==> config.mk <==
export PLATFORM = sky130hd
export DESIGN_NAME = display_scan
export DESIGN_NICKNAME = d
export VERILOG_FILES = /design/src/rtl/display_scan.sv
export SDC_FILE = /design/constraint.sdc
export NUM_CORES = 1
export LEC_CHECK = 0
export ABC_AREA = 1
export CORE_MARGIN = 5
export CORE_UTILIZATION = 36
export CTS_BUF_LIST = sky130_fd_sc_hd__clkbuf_8
export CTS_CLUSTER_DIAMETER = 30
export DETAILED_ROUTE_END_ITERATION = 12
export PLACE_DENSITY = 0.55
export SLEW_MARGIN = 10
export SYNTH_ARGS = -nofsm -noshare
export SYNTH_HDL_FRONTEND = slang
export SYNTH_SLANG_ARGS = --single-unit
==> constraint.sdc <==
create_clock -name clk -period 7.1 [get_ports clk]
set_clock_uncertainty 0.05 [all_clocks]
set_input_delay 1.42 -clock clk [delete_from_list [all_inputs] [get_ports clk]]
set_output_delay 1.42 -clock clk [all_outputs]
set_load 0.02 [all_outputs]
==> src/rtl/display_scan.sv <==
// Four-digit seven-segment scan driver: double-buffered frame intake,
// per-slot digit multiplexing with brightness PWM, per-digit blink and dead time.
module display_scan #(
  parameter int unsigned SCAN_DIV       = 27000,
  parameter int unsigned BLINK_FRAMES   = 128,
  parameter bit          SEG_ACTIVE_LOW = 1'b1,
  parameter bit          DIG_ACTIVE_LOW = 1'b1
) (
  input  logic        clk,
  input  logic        rst,
  input  logic [27:0] frame_in,
  input  logic        frame_valid,
  output logic        frame_ready,
  input  logic [3:0]  blink_mask,
  input  logic [2:0]  brightness,
  output logic [6:0]  seg,
  output logic [3:0]  dig,
  output logic        frame_sync
);

  localparam int unsigned SW = $clog2(SCAN_DIV);
  localparam int unsigned PW = SW + 4;
  localparam int unsigned BW = (BLINK_FRAMES > 1) ? $clog2(BLINK_FRAMES) : 1;

  localparam logic [SW-1:0] S_LAST  = SW'(SCAN_DIV - 1);
  localparam logic [BW-1:0] B_LAST  = BW'(BLINK_FRAMES - 1);
  localparam logic [PW-1:0] S_SPAN  = PW'(SCAN_DIV - 1);
  localparam logic [6:0]    SEG_OFF = SEG_ACTIVE_LOW ? 7'h7F : 7'h00;
  localparam logic [3:0]    DIG_OFF = DIG_ACTIVE_LOW ? 4'hF : 4'h0;

  // Scan position and frame buffers
  logic [SW-1:0] s_q, s_d;
  logic [1:0]    d_q, d_d;
  logic [27:0]   active_q, active_d;
  logic [27:0]   pending_q, pending_d;
  logic          pending_full_q, pending_full_d;
  logic [BW-1:0] blink_cnt_q, blink_cnt_d;
  logic          blink_off_q, blink_off_d;

  // Registered pin drivers
  logic [6:0]    seg_q, seg_d;
  logic [3:0]    dig_q, dig_d;
  logic          sync_q, sync_d;

  logic          slot_wrap;
  logic          boundary;
  logic          accept;

  logic [6:0]    digit_segs;
  logic [3:0]    digit_onehot;
  logic [PW-1:0] on_prod;
  logic [PW-1:0] on_raw;
  logic [PW-1:0] on_len;
  logic [PW-1:0] s_ext;
  logic          lit;

  assign frame_ready = !pending_full_q;
  assign seg         = seg_q;
  assign dig         = dig_q;
  assign frame_sync  = sync_q;

  always_ff @(posedge clk) begin
    if (rst) begin
      s_q            <= '0;
      d_q            <= '0;
      active_q       <= '0;
      pending_q      <= '0;
      pending_full_q <= 1'b0;
      blink_cnt_q    <= '0;
      blink_off_q    <= 1'b0;
      seg_q          <= SEG_OFF;
      dig_q          <= DIG_OFF;
      sync_q         <= 1'b0;
    end else begin
      s_q            <= s_d;
      d_q            <= d_d;
      active_q       <= active_d;
      pending_q      <= pending_d;
      pending_full_q <= pending_full_d;
      blink_cnt_q    <= blink_cnt_d;
      blink_off_q    <= blink_off_d;
      seg_q          <= seg_d;
      dig_q          <= dig_d;
      sync_q         <= sync_d;
    end
  end

  always_comb begin
    slot_wrap      = (s_q == S_LAST);
    boundary       = slot_wrap && (d_q == 2'd3);
    accept         = frame_valid && !pending_full_q;

    s_d            = slot_wrap ? '0 : s_q + SW'(1);
    d_d            = slot_wrap ? d_q + 2'd1 : d_q;

    active_d       = active_q;
    pending_d      = pending_q;
    pending_full_d = pending_full_q;
    // On a boundary a full pending buffer always wins; ready is low so no accept can collide.
    if (boundary) begin
      if (pending_full_q) begin
        active_d       = pending_q;
        pending_full_d = 1'b0;
      end else if (accept) begin
        active_d       = frame_in;
      end
    end else if (accept) begin
      pending_d      = frame_in;
      pending_full_d = 1'b1;
    end

    blink_cnt_d    = blink_cnt_q;
    blink_off_d    = blink_off_q;
    if (boundary) begin
      if (blink_cnt_q == B_LAST) begin
        blink_cnt_d = '0;
        blink_off_d = !blink_off_q;
      end else begin
        blink_cnt_d = blink_cnt_q + BW'(1);
      end
    end
  end

  always_comb begin
    case (d_q)
      2'd0:    digit_segs = active_q[6:0];
      2'd1:    digit_segs = active_q[13:7];
      2'd2:    digit_segs = active_q[20:14];
      default: digit_segs = active_q[27:21];
    endcase
    digit_onehot = 4'b0001 << d_q;

    // Lit window is s = 1..on_len; s = 0 stays dark as inter-digit dead time.
    on_prod = (PW'(brightness) + PW'(1)) * S_SPAN;
    on_raw  = on_prod >> 3;
    on_len  = (on_raw == '0) ? PW'(1) : on_raw;
    s_ext   = PW'(s_q);
    lit     = (s_ext != '0) && (s_ext <= on_len) && !(blink_off_q && blink_mask[d_q]);

    seg_d   = SEG_OFF;
    dig_d   = DIG_OFF;
    if (lit) begin
      seg_d = SEG_ACTIVE_LOW ? ~digit_segs : digit_segs;
      dig_d = DIG_ACTIVE_LOW ? ~digit_onehot : digit_onehot;
    end
    sync_d  = (s_q == '0) && (d_q == 2'd0);
  end

endmodule

==> results.txt, run 1 <==
----------------------------------------------------
[Run status]
  Run status ... completed

[STA]
  Worst-case setup margin in the final layout ... 0.8150 ns
  Total of endpoints with negative setup slack in the final report ... 0
  Worst Max-Slew Pin Slew ... 0.7946 ns
  Unrepaired setup endpoints after global routing ... false
  Fmax ... 0.1591 GHz
  Sum Neg Setup Slack ... 0 ns
  Crit path time final ... around 6.3 ns
  Final critical-path share of the clock period ... 88.52%
  Worst slew slack as a fraction of its limit ... 47.03%
  Hold Fails Final Rpt ... 0
  Number of max-slew violations in the final report ... 0

[Placement]
  Post-placement setup slack ... about 0.4 ns
  Placed inst area ... 6499 um^2
  Placer congestion estimate ... slightly below 0.9
  Port Buf Inserts ... 50
  Estimated wirelength of the detail-placed design ... between 10000 and 15000 um

[Global route]
  Global-route wire length before repair ... 25290 um
  Overall overflow remaining after global route ... 0
  Maximum number of pins on one net before global-route repair ... 47
  Number of antenna violations at the first check in global routing ... 0
  Vias in the first global route ... 5093
  Gr usage total ... 16.69%

[Clock network]
  Maximum clock insertion buffer count ... 2
  Clock latency on the worst-skew pair ... 0.38 ns
  Post-CTS Setup Bufs ... 0
  CTS resizes ... 0
  Clock tree from TritonCTS ... done
  CTS clk-pin slew, worst paths ... 0.09 ns
  H-tree levels ... 3
  Number of buffers inserted by hold repair at cts ... 0
  CTS root buffer ... clkbuf_8
  CTS sink count ... 94
  Cts bufs inserted ... 9

[Setup path]
  Critical path launch point type ... primary input
  Crit Path Max Fanout ... 11
  CP max stage cell ... clkdlybuf4s50_1
  Data arrival time of the critical path ... 6.46 ns
  Gate family responsible for the most delay along the worst path ... simple AND/OR/NAND/NOR gates
  Most numerous cell on the critical path ... nand2_1
  Buffer and inverter count on the worst path ... 5
  Required time of the critical path ... 7.28 ns
  Category of the worst setup path capture point ... flop
  Critical path type ... in -> reg
  Worst stage delay on the critical path ... 0.57 ns

[Logic synthesis]
  Proportion of synthesized flip-flops having asynchronous set or reset ... 0%
  Number of enable-type register cells in the synthesized netlist ... 0
  Sequential share of the synthesized area ... between 30 and 40%
  Most used flip-flop cell after synthesis ... dfxtp_1
  Net count after synthesis ... 965
  Number of distinct library cell variants in the gate-level netlist after synthesis ... 35
  Count of warnings emitted by yosys ... 0
  Combined area of all synthesized cells ... 5866 um^2
  Flip-flop and latch count after synthesis ... between 90 and 100
  Gate Count Post-Synth ... 872
  Synthesized area divided by synthesized cell count ... 6.727 um^2

[Route]
  Drt first pass iters ... 5
  Antenna violation net count after detailed routing ... 0
  DRT Wirelength ... 14910 um
  Avg WL per Cell ... 13.24 um
  Detailed-route DRC error count ... 0
  Iteration-0 DRC Markers ... ~300
  Total via count after detailed routing ... 5380
  DR vias/cell ... 4.778

[Finish]
  Utilization after layout ... 42.20%
  Final design area excluding fillers ... 6728 um^2
  Growth of design area from synthesis to finish ... 14.70%
  Most common cell after layout, fill and taps aside ... nand2_1
  Diode count ... 0
  Layout filler cell count ... 1718
  Commonest cells after routing, fill and taps aside ... nand2_1 (279), inv_1 (102), dfxtp_1 (94), a21oi_1 (82), nand3_1 (63)
  Final-stage net count ... approximately 1000
  Fraction of final layout cells with drive strength greater than 1 ... 5.714%

[Floorplanning]
  Placeable core region ... ~16000 um^2
  Initial Util ... approximately 37%
  Num rows ... 46
  Die X ... 137.6 um
  Vertical die dimension ... approximately 140 um
  Die footprint ... 18950 um^2
  I/O pins ... 51

[Power and ir drop]
  Switching power share of the total ... 32.40%
  Power, Total ... 1.315 mW
  Worst voltage drop across the vdd grid ... 0.00009643 V
  Comb power frac ... 27.2%
  Internal power component ... 0.8892 mW
  Total leakage power ... 2.950 nW
  Power per unit of standard cell area ... 195.5 nW/um^2
  Switching power summed over all nets ... 0.4261 mW
  Clock share of power ... roughly a third
  Proportion of power drawn by flip-flops and latches ... 41.4%

[Min path]
  Type of the worst min-delay path ... reg -> reg

[Run]
  Max capacitance violation total ... 0

----------------------------------------------------
## registers in the layout, summed over array words and instances (netlist names), 2 cells and up
name / flops
pending_q: 28
s_q: 15
seg: 7
dig: 4
d_q: 2
blink_cnt_q: 7
active_q: 28
## per-stage QoR
step	hold slack (ns)	std cells
finish	0.4083	1126
global route	0.4211	1126
CTS	0.4109	1126
detailed placement	0.3928	1111
global placement	0.3857	1111
floorplan	0.3673	872
## logic make-up after synthesis
family                     after synthesis  share of synthesized area [%]
AOI/OAI and AO/OA                      144                          13.23
xor gates and xnor gates                 8                          1.195
adders and majority gates               55                          12.37
buffers and inverters                  140                          9.812
DFF                                     94                          32.08
and+or+nand+nor                        431                          31.31
## layer usage
| layer | GRT usage (%) | wire (um) | vias to the layer above |
|---|---|---|---|
| li1 | - | - | 2876 |
| met1 | 24.21 | 7680 | 2400 |
| met2 | 25.33 | 6451 | 92 |
| met3 | 3.470 | 617 | 12 |
| met4 | 3.825 | 160 | 0 |
| met5 | 0 | 0 | - |
## path summary, 6_finish.rpt
path                            slack, ns  cells after the start          start            end
worst max register to register       4.37                     10         s_q[1]  pending_q[25]
worst max-delay path                 0.81                     29  brightness[2]         seg[6]
worst min register to register       0.41                      2   active_q[16]   active_q[16]
worst min-delay path                 0.41                      2   active_q[16]   active_q[16]
## worst min-delay path, cell delays in order, from the launching register on
cell and delay, ns:
dfxtp_1 0.31, inv_1 0.06, a21oi_1 0.05
## Yosys cell counts (10+ instances only)
master      n  share of area [%]
a21oi_1    82                7.0
a21oi_2    10                1.5
clkbuf_1   21                1.3
dfxtp_1    94                 32
ha_1       50                 11
inv_1     102                6.5
nand2_1   279                 18
nand3_1    63                5.4
nand4_1    11                1.2
nor2_1     43                2.8
nor3_1     10               0.85
o21ai_0    40                3.4
## power groups by stage
stage | logic, mW | registers (mW) | clock network, mW
4_1_cts | 0.360 | 0.545 | 0.430
3_5_place_dp | 0.356 | 0.557 | 0
3_3_place_gp | 0.360 | 0.557 | 0
6_report | 0.357 | 0.545 | 0.413
2_1_floorplan | 0.255 | 0.557 | 0
5_1_grt | 0.417 | 0.546 | 0.454
## layout make-up
cell class / instances / area [um^2] / share of cell area, %
well taps: 216 / 270.3 / 4.017
repair buffers: 55 / 533.0 / 7.923
clock inverters: 4 / 77.57 / 1.153
flip-flops and latches: 94 / 1882 / 27.97
multi-input cells: 638 / 3408 / 50.66
clock buffers: 11 / 151.4 / 2.250
inverters: 108 / 405.4 / 6.026
Power figures use the tool's default switching activity.
==> run 2: changes to the inputs <==
- ABC_AREA: 1 -> 0
==> results.txt, run 2 <==
----------------------------------------------------
[Route]
  DRT Wirelength ... 12440 um
  Avg WL per Cell ... 14.70 um
  Detailed-route DRC error count ... 0
  Total via count after detailed routing ... 4331
  Drt first pass iters ... 4
  Iteration-0 DRC Markers ... 218
  DR vias/cell ... 5.119
  Antenna violation net count after detailed routing ... 0

[Global route]
  Maximum number of pins on one net before global-route repair ... 69
  Vias in the first global route ... between 4000 and 5000
  Gr usage total ... 14.28%
  Overall overflow remaining after global route ... 0
  Global-route wire length before repair ... 21020 um
  Number of antenna violations at the first check in global routing ... 0

[Floorplanning]
  Die X ... roughly 130 um
  Num rows ... 45
  Placeable core region ... 15090 um^2
  I/O pins ... 51
  Die footprint ... 17790 um^2
  Vertical die dimension ... 133.4 um
  Initial Util ... around 36%

[Clock network]
  Clock tree from TritonCTS ... done
  CTS resizes ... 0
  Cts bufs inserted ... 9
  CTS clk-pin slew, worst paths ... 0.09 ns
  H-tree levels ... 3
  CTS sink count ... 94
  Maximum clock insertion buffer count ... 2
  Post-CTS Setup Bufs ... 0
  Number of buffers inserted by hold repair at cts ... 0
  Clock latency on the worst-skew pair ... 0.37 ns
  CTS root buffer ... clkbuf_8

[Finish]
  Diode count ... 0
  Area taken by flip-flops and latches ... 1883 um^2
  Most common cell after layout, fill and taps aside ... nor2_1
  Fraction of final layout cells with drive strength greater than 1 ... under 10%
  Commonest cells after routing, fill and taps aside ... nor2_1 (95), dfxtp_1 (93), mux2i_1 (60), ha_1 (50), clkdlybuf4s50_1 (49)
  Final-stage net count ... 746
  Multi-input gate area in the final layout ... 3361 um^2
  Registers with the most flip-flops ... active_q: 28 flops, pending_q: 28 flops, s_q: 15 flops
  Growth of design area from synthesis to finish ... 17.15%
  Layout filler cell count ... between 1500 and 2000

[Setup path]
  Register-to-register setup slack ... 4.53 ns
  Critical path type ... in -> reg
  Total stage count of the critical path ... 23
  Buffer and inverter count on the worst path ... 3
  Required time of the critical path ... 7.30 ns
  Crit Path Max Fanout ... 11
  Critical path launch point type ... primary input
  Category of the worst setup path capture point ... flop
  CP max stage cell ... clkdlybuf4s50_1
  Worst stage delay on the critical path ... 0.53 ns
  Critical path cell sequence ... clkdlybuf4s50_1 > ha_1 > xor2_1 > inv_1 > fa_1 > fa_1 > inv_1 > ha_1 > nor2b_1 > o311a_1 > o211ai_1 > a21oi_1 > a311oi_1 > nand3_1 > o31ai_1 > ha_1 > nor2b_1 > o21a_1 > o21ai_0 > a211oi_1 > o31a_1 > a21oi_4 > nand2_1
  Gate family responsible for the most delay along the worst path ... compound AO/OA/AOI/OAI gates
  Number of cells on the worst reg-to-reg path ... 8
  Data arrival time of the critical path ... roughly 6.8 ns
  Most numerous cell on the critical path ... ha_1

[STA]
  Hold Fails Final Rpt ... 0
  Final Hold Slack ... roughly 0.43 ns
  Unrepaired setup endpoints after global routing ... false
  Final critical-path share of the clock period ... 93.46%
  Total of endpoints with negative setup slack in the final report ... 0
  Crit path time final ... roughly 6.6 ns
  Fmax ... 0.1507 GHz
  Number of max-slew violations in the final report ... 0
  Worst-case setup margin in the final layout ... 0.4642 ns
  Worst slew slack as a fraction of its limit ... between 50% and 60%
  Worst Max-Slew Pin Slew ... 0.7019 ns

[Logic synthesis]
  Area fraction of the dominant cell type after synthesis ... roughly 34%
  Cell with the most instances after synthesis ... nor2_1
  Net count after synthesis ... 701
  Proportion of synthesized flip-flops having asynchronous set or reset ... 0%
  Synth area leaders ... dfxtp_1 (34%), ha_1 (11%), mux2i_1 (11%)
  Count of warnings emitted by yosys ... 0
  Flip-flop and latch count after synthesis ... 94
  Most numerous cell types in the synthesized netlist ... nor2_1 (95), dfxtp_1 (94), mux2i_1 (60)
  Combined area of all synthesized cells ... 5479 um^2
  Gate Count Post-Synth ... between 600 and 700
  Synthesized area divided by synthesized cell count ... 9.012 um^2
  Sequential share of the synthesized area ... 34.35%
  Yosys top cell by area ... dfxtp_1
  Number of distinct library cell variants in the gate-level netlist after synthesis ... 55
  Most used flip-flop cell after synthesis ... dfxtp_1
  Number of enable-type register cells in the synthesized netlist ... 0

[Min path]
  Type of the worst min-delay path ... reg -> reg
  Number of cells traversed by the worst hold path ... 1

[Run]
  Max capacitance violation total ... 0

[Power and ir drop]
  Total leakage power ... 2.580 nW
  Worst voltage drop across the vdd grid ... 0.0001007 V
  Power per unit of standard cell area ... 204.4 nW/um^2
  Power, Total ... 1.312 mW

[Placement]
  Port Buf Inserts ... 50
  Post-placement setup slack ... -0.1269 ns
  Estimated wirelength of the detail-placed design ... 9566 um
  Placer congestion estimate ... roughly 0.85

[Run status]
  Run status ... completed

----------------------------------------------------
## run 2: cell count changes after synthesis, sizes merged, moves of 51 or more
| cell | delta |
|---|---|
| mux2i | +60 |
| nand3 | -57 |
| nand2 | -239 |
| inv | -78 |
| nor2 | +51 |
| a21oi | -79 |
## run 2: power breakdown
group,internal (mW),switching (mW),total [mW]
combinational,0.177,0.210,0.387
sequential,0.539,0.00719,0.547
clock,0.192,0.187,0.379
total,0.909,0.403,1.31
## run 2: path summary, 6_finish.rpt
| kind | start | endpoint |
|---|---|---|
| setup / recovery | brightness[1] | dig[1] |
| hold / removal | s_q[0] | s_q[0] |
| setup reg to reg | s_q[1] | active_q[20] |
| hold reg to reg | s_q[0] | s_q[0] |
## run 2: layer usage
| layer | track usage, % | part of all wire [%] |
|---|---|---|
| met5 | 0 | 0 |
| met4 | 3.829 | 1.3 |
| met3 | 3.059 | 4.2 |
| met2 | 21.67 | 43 |
| met1 | 20.56 | 51 |
## run 2: metrics by stage
step / utilization [%] / cell area [um^2] / cells / setup TNS, ns
3_5_place_dp: 40.96 / 6181 / 830 / -1.182
2_1_floorplan: - / 5479 / 608 / 0
3_3_place_gp: 40.96 / 6181 / 830 / 0
4_1_cts: 42.41 / 6400 / 846 / 0
5_1_grt: 42.54 / 6419 / 846 / 0
6_report: 42.54 / 6419 / 846 / 0
## run 2: cell type report
cell class | count | area share (%)
clock buffer | 12 | 2.573
multi-input combinational | 453 | 52.36
clock inverter | 4 | 0.8382
timing repair buffer | 65 | 9.474
sequential | 94 | 29.34
inverter | 30 | 1.754
tap | 188 | 3.665
## run 2: cells by family (layout without fill, tap and decap cells)
| kind of cell | Yosys count | in the layout | share of synthesized area (%) |
|---|---|---|---|
| buf+inv | 61 | 111 | 4.864 |
| flops | 94 | 94 | 34.35 |
| compound gates | 93 | 93 | 12.22 |
| fa+ha+maj | 55 | 55 | 13.25 |
| mux | 61 | 61 | 11.37 |
| xor+xnor | 35 | 35 | 5.869 |
| simple gates | 209 | 209 | 18.09 |
## run 2: worst reg2reg max path: stages (launching register included)
cell and delay (ns):
dfxtp_1 0.41, ha_1 0.23, nand2_1 0.09, or3_1 0.40, or2_1 0.33, nor3_4 0.19
buf_4 0.45, nor2_1 0.11, a211oi_1 0.22
==> run 3: changes to the inputs <==
- CORE_ASPECT_RATIO: default -> 0.8
- CORE_UTILIZATION: 36 -> 33
- PLACE_DENSITY: 0.55 -> 0.52
==> results.txt, run 3 (synthesized netlist as in run 2, its figures left out) <==
----------------------------------------------------
[Run status]
  Run status ... completed

[Global route]
  Global-route wire length before repair ... 21510 um
  Number of antenna violations at the first check in global routing ... 0
  Overall overflow remaining after global route ... 0
  Vias in the first global route ... 4352
  Gr usage total ... 13.30%
  Maximum number of pins on one net before global-route repair ... 69

[Floorplanning]
  Initial Util ... 33.31%
  Vertical die dimension ... 125.3 um
  I/O pins ... 51
  Num rows ... 42
  Die X ... between 150 and 200 um
  Placeable core region ... ~16000 um^2
  Die footprint ... 19300 um^2

[Clock network]
  H-tree levels ... 3
  Maximum clock insertion buffer count ... 2
  Cts bufs inserted ... 9
  CTS sink count ... 94
  CTS root buffer ... clkbuf_8
  Number of buffers inserted by hold repair at cts ... 0
  Clock tree from TritonCTS ... done
  Clock latency on the worst-skew pair ... about 0.36 ns
  CTS clk-pin slew, worst paths ... 0.09 ns

[Route]
  DR vias/cell ... between 4 and 5
  Iteration-0 DRC Markers ... ~200
  Detailed-route DRC error count ... 0
  DRT Wirelength ... 12560 um
  Total via count after detailed routing ... 4346
  Avg WL per Cell ... approximately 14 um
  Drt first pass iters ... 7
  Antenna violation net count after detailed routing ... 0

[STA]
  Hold Fails Final Rpt ... 0
  Unrepaired setup endpoints after global routing ... false
  Worst Max-Slew Pin Slew ... 0.7148 ns
  Crit path time final ... 6.718 ns
  Worst slew slack as a fraction of its limit ... ~52%
  Worst-case setup margin in the final layout ... 0.3819 ns
  Total of endpoints with negative setup slack in the final report ... 0
  Final Hold Slack ... 0.4502 ns
  Final critical-path share of the clock period ... approximately 95%
  Number of max-slew violations in the final report ... 0
  Fmax ... 0.1489 GHz

[Setup path]
  Buffer and inverter count on the worst path ... 4
  Category of the worst setup path capture point ... flop
  Number of cells on the worst reg-to-reg path ... 8
  Critical path cell sequence ... clkdlybuf4s50_1 > ha_1 > xor2_1 > inv_1 > fa_1 > fa_1 > inv_1 > ha_1 > nor2b_1 > o311a_1 > o211ai_1 > a21oi_1 > a311oi_1 > nand3_1 > o31ai_1 > ha_1 > nor2b_1 > o21a_1 > o21ai_0 > a211oi_1 > o31a_1 > a21oi_4 > buf_12 > nand2_1
  Worst r2r src ... s_q[1]
  Crit Path Max Fanout ... 11
  Critical path type ... in -> reg
  CP max stage cell ... clkdlybuf4s50_1
  Required time of the critical path ... about 7.3 ns
  Worst stage delay on the critical path ... 0.57 ns
  Critical path launch point type ... primary input
  Register-to-register setup slack ... 4.52 ns
  Critical R2R Capture ... active_q[0]
  Most numerous cell on the critical path ... ha_1
  Gate family responsible for the most delay along the worst path ... compound AO/OA/AOI/OAI gates
  Data arrival time of the critical path ... 6.91 ns

[Placement]
  Placed inst area ... 6221 um^2
  Post-placement setup slack ... -0.1352 ns
  Estimated wirelength of the detail-placed design ... 9629 um
  Port Buf Inserts ... 50
  Placer congestion estimate ... ~0.86
  Placed cells ... between 800 and 900

[Min path]
  Number of cells traversed by the worst hold path ... 1
  Hold Crit Start ... s_q[0]
  Type of the worst min-delay path ... reg -> reg
  Hold Crit Endpoint ... s_q[0]

[Power and ir drop]
  Comb power frac ... 29.5%
  Proportion of power drawn by flip-flops and latches ... 40.6%
  Total leakage power ... about 2.6 nW
  Power per unit of standard cell area ... 207.4 nW/um^2
  Worst voltage drop across the vdd grid ... just over 0.0001 V
  Power, Total ... about 1.3 mW
  Internal power component ... 0.9261 mW
  Switching power summed over all nets ... 0.4212 mW
  Switching power share of the total ... 31.26%
  Clock share of power ... 29.9%

[Finish]
  Final-stage net count ... about 750
  Layout filler cell count ... about 1600
  Count of non-filler cells in the finished layout ... ~880
  Diode count ... 0
  Area taken by flip-flops and latches ... 1883 um^2
  Commonest cells after routing, fill and taps aside ... nor2_1 (95), dfxtp_1 (93), mux2i_1 (60), ha_1 (50), clkdlybuf4s50_1 (49)
  Final design area excluding fillers ... 6496 um^2
  Growth of design area from synthesis to finish ... 18.57%
  Most common cell after layout, fill and taps aside ... nor2_1
  Registers with the most flip-flops ... active_q: 28 flops, pending_q: 28 flops, s_q: 15 flops
  Fraction of final layout cells with drive strength greater than 1 ... 7.587%
  Multi-input gate area in the final layout ... between 3000 and 4000 um^2

[Run]
  Max capacitance violation total ... 0

----------------------------------------------------
==> run 3: changes by cell type in the layout (fill, tap and decap cells not counted), sizes merged <==
cell,previous run,this run
clkinvlp,2,1
clkbuf,12,9
inv,30,33
buf,16,17
bufinv,1,2
==> run 3: what timing repair did <==
item                       CTS  global route
setup endpoints to repair    0            11
setup buffers                0             1
gates resized for setup      0             5
==> run 3: worst max-delay path by stage <==
stage	from	endpoint	slack [ns]	cells past startpoint
global route	brightness[0]	seg[3]	0.02	23
global placement	brightness[0]	dig[0]	-0.04	23
floorplan	brightness[0]	dig[1]	1.00	24
finish	brightness[0]	dig[2]	0.38	24
detailed placement	brightness[0]	seg[2]	-0.14	24
CTS	brightness[0]	seg[3]	0.22	24
==> run 3: final cells by class <==
cell class              count  area share, %
inverters                  30          1.733
repair buffers             66          9.669
well taps                 220          4.237
clock buffers               9          1.907
multi-input cells         453          51.85
flip-flops and latches     94          28.99
clock inverters             7          1.618
==> run 3: routing by layer <==
| metal | global-route usage, % | vias up | part of all wire (%) |
|---|---|---|---|
| li1 | - | 2229 | - |
| met1 | 19.41 | 2034 | 52 |
| met2 | 19.99 | 73 | 44 |
| met3 | 3.040 | 10 | 3.7 |
| met4 | 3.063 | 0 | 0.88 |
| met5 | 0 | - | 0 |
==> run 3: power groups by stage <==
stage          sequential (mW)  combinational, mW  clock (mW)
3_3_place_gp             0.559              0.380           0
4_1_cts                  0.547              0.388       0.415
6_report                 0.547              0.398       0.403
3_5_place_dp             0.559              0.386           0
5_1_grt                  0.549              0.445       0.437
2_1_floorplan            0.559              0.272           0
==> run 3: stage by stage <==
step,utilization (%),setup TNS [ns]
6_report,39.49,0
5_1_grt,39.49,0
4_1_cts,39.21,0
3_5_place_dp,37.82,-1.310
3_3_place_gp,37.82,-0.3449
2_1_floorplan,-,0
